`config.mk`:
```
export PLATFORM = sky130hd
export DESIGN_NAME = serial_tx
export DESIGN_NICKNAME = d
export VERILOG_FILES = /design/src/rtl/serial_pkg.sv /design/src/rtl/hex7seg.sv /design/src/rtl/serial_tx.sv
export SDC_FILE = /design/constraint.sdc
export NUM_CORES = 1
export LEC_CHECK = 0
export ABC_AREA = 1
export CAP_MARGIN = 0
export CORE_ASPECT_RATIO = 0.8
export CORE_UTILIZATION = 41
export CTS_BUF_LIST = sky130_fd_sc_hd__clkbuf_16
export DETAILED_ROUTE_END_ITERATION = 12
export PLACE_DENSITY = 0.71
export SYNTH_ARGS = -nofsm -noshare
export SYNTH_HDL_FRONTEND = slang
export SYNTH_SLANG_ARGS = --single-unit
```
`constraint.sdc`:
```
create_clock -name clk_2 -period 1.3 [get_ports clk_2]
set_clock_uncertainty 0.05 [all_clocks]
set_input_delay 0.13 -clock clk_2 [delete_from_list [all_inputs] [get_ports clk_2]]
set_output_delay 0.13 -clock clk_2 [all_outputs]
set_load 0.02 [all_outputs]
```
`src/rtl/serial_pkg.sv`:
```
// Shared types and the hex-to-7-segment table for the serial transmitter
// and the board-level display logic.
package serial_pkg;

    typedef enum logic [1:0] {
        IDLE  = 2'd0,
        SHIFT = 2'd1,
        DONE  = 2'd2
    } tx_state_t;

    // Segment order {dp, g, f, e, d, c, b, a}, active high, dp always off.
    localparam logic [7:0] SEG_TABLE [16] = '{
        8'h3F, 8'h06, 8'h5B, 8'h4F,
        8'h66, 8'h6D, 8'h7D, 8'h07,
        8'h7F, 8'h6F, 8'h77, 8'h7C,
        8'h39, 8'h5E, 8'h79, 8'h71
    };

    function automatic logic [7:0] hex_to_seg(input logic [3:0] hex);
        return SEG_TABLE[hex];
    endfunction

endpackage

```
`src/rtl/hex7seg.sv`:
```
// Combinational hex digit to 7-segment decoder, shared with the board top.
module hex7seg
    import serial_pkg::*;
(
    input  logic [3:0] hex_i,
    output logic [7:0] seg_o
);

    always_comb begin
        seg_o = hex_to_seg(hex_i);
    end

endmodule

```
`src/rtl/serial_tx.sv`:
```
// Parallel-in, serial-out transmitter: LSB first, BIT_CYCLES clocks per bit,
// with a strobe in the last cycle of each bit for the receiving shift register.
module serial_tx
    import serial_pkg::*;
#(
    parameter int NBITS_DATA = 4,
    parameter int BIT_CYCLES = 1
) (
    input  logic                  clk_2,
    input  logic                  reset,
    input  logic                  start,
    input  logic [NBITS_DATA-1:0] paralelo,
    output logic                  ready,
    output logic                  serial,
    output logic                  shift_en,
    output logic                  done,
    output logic [NBITS_DATA-1:0] shadow,
    output logic [7:0]            SEG
);

    localparam int BW = $clog2(NBITS_DATA + 1);
    localparam int CW = $clog2(BIT_CYCLES + 1);
    localparam logic [BW-1:0] BIT_LAST = BW'(NBITS_DATA - 1);
    localparam logic [CW-1:0] CYC_LAST = CW'(BIT_CYCLES - 1);

    tx_state_t               state_q,   state_d;
    logic [NBITS_DATA-1:0]   shreg_q,   shreg_d;
    logic [NBITS_DATA-1:0]   word_q,    word_d;
    logic [BW-1:0]           bit_cnt_q, bit_cnt_d;
    logic [CW-1:0]           cyc_cnt_q, cyc_cnt_d;
    logic                    bit_end;
    logic [3:0]              seg_nibble;

    // Last cycle of the current bit period; only meaningful while shifting.
    assign bit_end = (state_q == SHIFT) && (cyc_cnt_q == CYC_LAST);

    always_ff @(posedge clk_2) begin
        if (reset) begin
            state_q   <= IDLE;
            shreg_q   <= '0;
            word_q    <= '0;
            bit_cnt_q <= '0;
            cyc_cnt_q <= '0;
        end else begin
            state_q   <= state_d;
            shreg_q   <= shreg_d;
            word_q    <= word_d;
            bit_cnt_q <= bit_cnt_d;
            cyc_cnt_q <= cyc_cnt_d;
        end
    end

    always_comb begin
        state_d   = state_q;
        shreg_d   = shreg_q;
        word_d    = word_q;
        bit_cnt_d = bit_cnt_q;
        cyc_cnt_d = cyc_cnt_q;
        case (state_q)
            IDLE: begin
                if (start) begin
                    shreg_d   = paralelo;
                    word_d    = paralelo;
                    bit_cnt_d = '0;
                    cyc_cnt_d = '0;
                    state_d   = SHIFT;
                end
            end
            SHIFT: begin
                if (bit_end) begin
                    shreg_d   = shreg_q >> 1;
                    cyc_cnt_d = '0;
                    bit_cnt_d = bit_cnt_q + BW'(1);
                    if (bit_cnt_q == BIT_LAST) begin
                        state_d = DONE;
                    end
                end else begin
                    cyc_cnt_d = cyc_cnt_q + CW'(1);
                end
            end
            DONE: begin
                state_d = IDLE;
            end
            default: begin
                state_d = IDLE;
            end
        endcase
    end

    always_comb begin
        ready    = (state_q == IDLE);
        serial   = (state_q == SHIFT) ? shreg_q[0] : 1'b0;
        shift_en = bit_end;
        done     = (state_q == DONE);
        shadow   = shreg_q;
    end

    // Narrow words are zero-extended; wide words show only their low digit.
    generate
        if (NBITS_DATA >= 4) begin : g_nib_wide
            assign seg_nibble = word_q[3:0];
        end else begin : g_nib_narrow
            assign seg_nibble = {{(4 - NBITS_DATA){1'b0}}, word_q};
        end
    endgenerate

    hex7seg u_hex7seg (
        .hex_i (seg_nibble),
        .seg_o (SEG)
    );

endmodule

```
# Yosys cells after proc, flatten, opt, wreduce, memory -nomap -nowiden
# Memory sizes are Yosys's and may differ from the RTL's.
# Index checks and enable logic that the tools add are counted.
dict set report classes {
  addsub 2
  order_cmp 1
  n_eq_ne 6
  muxes 16
  bitwise 2
  reduce_logical 7
}
# cell count
set ops {}
lappend ops {{8-bit 2-to-1 mux} 2}
lappend ops {{4-bit 2-to-1 mux} 2}
lappend ops {{4-bit case mux with 2 select lines} 1}
lappend ops {{2-bit 2-to-1 mux} 3}
lappend ops {{3-bit 2-to-1 mux} 2}
lappend ops {{3-bit case mux with 2 select lines} 1}
lappend ops {{3-bit AND reduction} 2}
lappend ops {{5-bit >= comparator (second input constant)} 1}
lappend ops {{4-bit inverter with 5-bit output} 1}
lappend ops {{2-bit != test (second input constant)} 2}
lappend ops {{2-bit case mux with 2 select lines} 1}
lappend ops {{2-bit AND reduction} 2}
lappend ops {{3-bit by 1-bit adder with 3-bit output (second input constant)} 1}
lappend ops {{3-bit by 2-bit == test with 1-bit output (second input constant)} 1}
lappend ops {{1-bit 2-to-1 mux} 3}
lappend ops {{2-bit by 1-bit == test with 1-bit output (second input constant)} 1}
lappend ops {{2-bit == test (second input constant)} 1}
lappend ops {{2-bit zero test} 1}
lappend ops {{2-bit by 1-bit != test with 1-bit output (second input constant)} 1}
lappend ops {{1-bit case mux with 2 select lines} 1}
lappend ops {{2-bit nonzero test} 1}
lappend ops {{1-bit adder (second input constant)} 1}
lappend ops {{1-bit logical AND} 1}
lappend ops {{1-bit inverter} 1}
dict set report word_totals {
  register_bits 14
  romBits 128
  inputBits 7
  output_inout_bits 16
  elab_cells 40
  memories 1
}
# memory depth word_bits rd rd_clocked_by_memory_dff wr line
set mem_list {}
lappend mem_list {{(no name shown)} 16 8 1 0 0 serial_pkg.sv:20} ;# return SEG_TABLE[hex];

# Depth between registers and ports, before layout
dict set report logic_depth {
  ltp_word 4
  depth_mapped 7
  mapped_depth_nobuf 7
}

# By module
# A second synthesis with hierarchy kept.
dict set report hier_totals {
  hier_cells 146
  hier_area_um2 975.9
}
# module n_inst cells_each area_each_um2 seq_area_each_um2
set modules_own_cells {}
lappend modules_own_cells {serial_tx 1 92 694.4 280.3}
lappend modules_own_cells {hex7seg 1 54 281.5 0.0}

# Worst setup path before layout
# OpenSTA, ideal clock, no wires.
dict set report synth_path {
  path_kind {register to output}
  start {reg word_q[1], in the netlist seg_nibble[1]}
  end {out SEG[0]}
  arrival_ns 1.273
  t_required_ns 1.120
  setup_slack_ns -0.153
  path_stages_with_launch 6
  n_path_buf 0
  path_cell_list {dfxtp_1 inv_1 ha_1 nand2_1 nand2_1 o21ai_0}
}
dict set report synth_between {
  elab_chain_len 4
}
# element line
set synth_rtl {}
lappend synth_rtl {{from (decl)} serial_tx.sv:28} ;# logic [NBITS_DATA-1:0] word_q, word_d;
lappend synth_rtl {{from (signal assigned)} serial_tx.sv:47} ;# word_q <= word_d;
lappend synth_rtl {{4-bit inverter with 5-bit output (implied by the code)} serial_pkg.sv:20}
lappend synth_rtl {{memory read 16 x 8 bit} -}
lappend synth_rtl {{8-bit 2-to-1 mux (implied by the code) (2 in series)} serial_pkg.sv:20}
lappend synth_rtl {{to (decl)} serial_tx.sv:18} ;# output logic [7:0] SEG
# No other way between the ends. The select of a mux whose other input is x is not followed.

# Worst setup path after layout
dict set report layout_path {
  start {reg word_q[0], in the netlist seg_nibble[0]}
  end {out SEG[3]}
}
# Same word-level chain as after synthesis.

==> results.toml <==
[sta]
rsz0062_at_grt = "yes"
final.min_clock_period_ps = 1540
hold_viol = 0
setup_slack_ps = -243
max_freq_ghz = 0.648
finalSetupViolCount = 7
finalMaxSlewViolations = 0
post-route-period-util_pct = 119

[yosys]
yosysWarnings = 0
synthCells = 134
post-synth-top-area-fraction_pct = 29.8
yosysTopAreaCell = "dfxtp_1"
muxShareOfSynthArea_pct = 0
synth_top_family_by_area = "simple AND/OR/NAND/NOR gates"
seq_area_frac_synth_pct = 29.8
synthTopCellsByArea = "dfxtp_1, nand2_1, ha_1"
synth_compound_area_share_pct = 9.59
yosysUniqueCellTypes = 28
ys_ff_latch = 14
synthSimpleGateAreaFrac_pct = 38.6
synth-adder-area-share_pct = 12.0
syn_area_sq_um = 940
syn_nets = 150
synth.avg_cell_area_sq_um = 7.01
synth-xor-area-share_pct = 0

[setup_path]
r2r_cells = 6
critPathLaunch = "seg_nibble[0]"
regToRegStartpoint = "state_q[0]"
crit_end = "SEG[3]"
rr_endpoint = "bit_cnt_q[1]"
cp-start-kind = "flop"
critPathKind = "reg2out"
crit_fanout = 4
max_stage_delay_ps = 360
path_depth = 6
critPathSlowestCell = "dfxtp_4"
cp_top_family = "flip-flops"
worst_setup_path_end_kind = "output pin"
crit_required_ps = 1120
crit_arrival_ps = 1360
path_cells = "ha_1 -> inv_2 -> nand2_2 -> o211ai_1 -> o21a_1 -> buf_6"
worst-path-buf-inv = 2
reg2reg_slack_ps = 40

[clocking]
clk_pin_slew_ps = 50
insertion_delay_ps = 240
post_cts_buffers = 0
htreeDepth = 1
cts_tree = "done"
cts-hold-fix-buffers = 0
clockBufferDepth = 2
cts.sinks = 14
cts_root_buf = "clkbuf_16"
cts_buffers = 3

[layout]
antennaDiodeCount = 0
register_area_sq_um = 295
final_nets = 189
nFillCells = 172
syn_to_final_growth_pct = 57.3
fin_area_sq_um = 1480
multiInputGateArea_sq_um = 684
drive_above_1_share_pct = 39.0

[grt]
antenna_found_initial = 0
grt_max_degree = 11
overflow = 0
grt_pass1_vias = 925
grt_pass1_wl_um = 4140
track_usage_pct = 22.0

[outcome]
outcome = "finished, violations left"
violations = "setup timing"

[flow_run]
max-cap-violations = 0

[floorplanning]
placementRows = 15
initial_core_util_pct = 43.5
core_area_sq_um = 2160
die_x_um = 55.5
ios = 23
die_h_um = 44.8
die-area_sq_um = 2490

[hold_path]
hold_class = "reg2reg"

[placement]
placement.io_buffers = 21
placed_area_sq_um = 1280
dp.final_hpwl_um = 1780
gp_congestion = 0.906

[routing]
wirelength_um = 2610
wl_per_cell_um = 13.3
route.detailed.drc = 0
ant_nets = 0
dr.pass1.iters = 4
viasPerCell = 5.10
vias = 1005
drtIter0Drc = 35

[power]
leakage_uw = 0.000678
powerDensity_nw_per_um2 = 1080
ir_drop_v = 0.000950
power_uw = 1600
[worst register-to-register path, stage by stage, from the launching register on]
cell	delay, ps
dfxtp_4	370
buf_6	140
buf_4	150
a21oi_4	180
nand2_4	110
nor2_2	110
nor2_1	50
[cells by family after synthesis]
| logic type | Yosys count |
|---|---|
| fa+ha+maj | 9 |
| compound gates | 16 |
| other cells | 1 |
| buf+inv | 20 |
| flops | 14 |
| simple gates | 74 |
[per-layer routing]
metal | track usage [%] | share of wire, %
met1 | 26.8 | 44
met2 | 38.1 | 49
met3 | 6.02 | 5.9
met4 | 8.00 | 1.0
met5 | 0 | 0
[layout by cell type (no fill, tap or decap), drive strengths merged]
master         instances
nand2                 36
buf                   27
conb                   1
o211ai                 1
clkdlybuf4s50          6
nor2                  22
dlygate4sd2            4
a21oi                  5
a31oi                  1
nor3                   2
clkinv                 2
clkbuf                 3
ha                     9
nand3b                 3
nand3                 11
inv                   16
dfxtp                 14
o21ai                  8
o21a                   1
[repair_timing]
action                     CTS  global route
gates resized for setup     83            19
gates cloned                 0             0
setup endpoints to repair   27            20
pin swaps                    5             7
[how the worst min path moves through the flow]
| stage | startpoint | endpoint | depth (start not counted) |
|---|---|---|---|
| 2_1_floorplan | reset | shadow[3] | 1 |
| 3_3_place_gp | bit_cnt_q[2] | bit_cnt_q[2] | 2 |
| 3_5_place_dp | bit_cnt_q[2] | bit_cnt_q[2] | 2 |
| 4_1_cts | paralelo[2] | seg_nibble[2] | 3 |
| 5_1_grt | paralelo[3] | shadow[3] | 3 |
| 6_report | bit_cnt_q[2] | bit_cnt_q[2] | 2 |
[flip-flops by register name, indices dropped and copies added (netlist names)]
signal	flops
seg_nibble	4
shadow	4
state_q	2
bit_cnt_q	3
cyc_cnt_q	1
[stage by stage]
stage | setup TNS [ps] | utilization [%] | worst slack, ps | hold WS, ps | cells
after floorplan | -0.684 | - | -0.684 | 142 | 134
after global placement | -3890 | 59.5 | -426 | 418 | 193
after detailed placement | -4620 | 59.5 | -497 | 439 | 193
after CTS | -1300 | 65.5 | -226 | 444 | 197
after global routing | -1820 | 68.5 | -319 | 457 | 197
final | -1380 | 68.5 | -243 | 433 | 197
[where the power goes]
| group | internal [uW] | switching [uW] |
|---|---|---|
| Clock | 407 | 180 |
| Sequential | 462 | 35.7 |
| Combinational | 233 | 281 |
| Total | 1100 | 497 |
[Yosys cell counts (all sizes together)]
cell    count
a31oi       1
conb        1
clkinv      1
inv        16
nor2       22
o211ai      1
a21oi       5
o21ai       8
o21a        1
nand3      11
buf         3
dfxtp      14
nand2      36
nand3b      3
ha          9
nor3        2
[layout make-up]
class	count	share of cell area, %
Multi-Input combinational cell	100	46.3
Timing Repair Buffer	37	21.3
Sequential cell	14	20.0
Clock buffer	3	5.08
Inverter	17	5.00
Tap cell	25	2.12
Clock inverter	1	0.254
(Power assumes the default switching activity.)
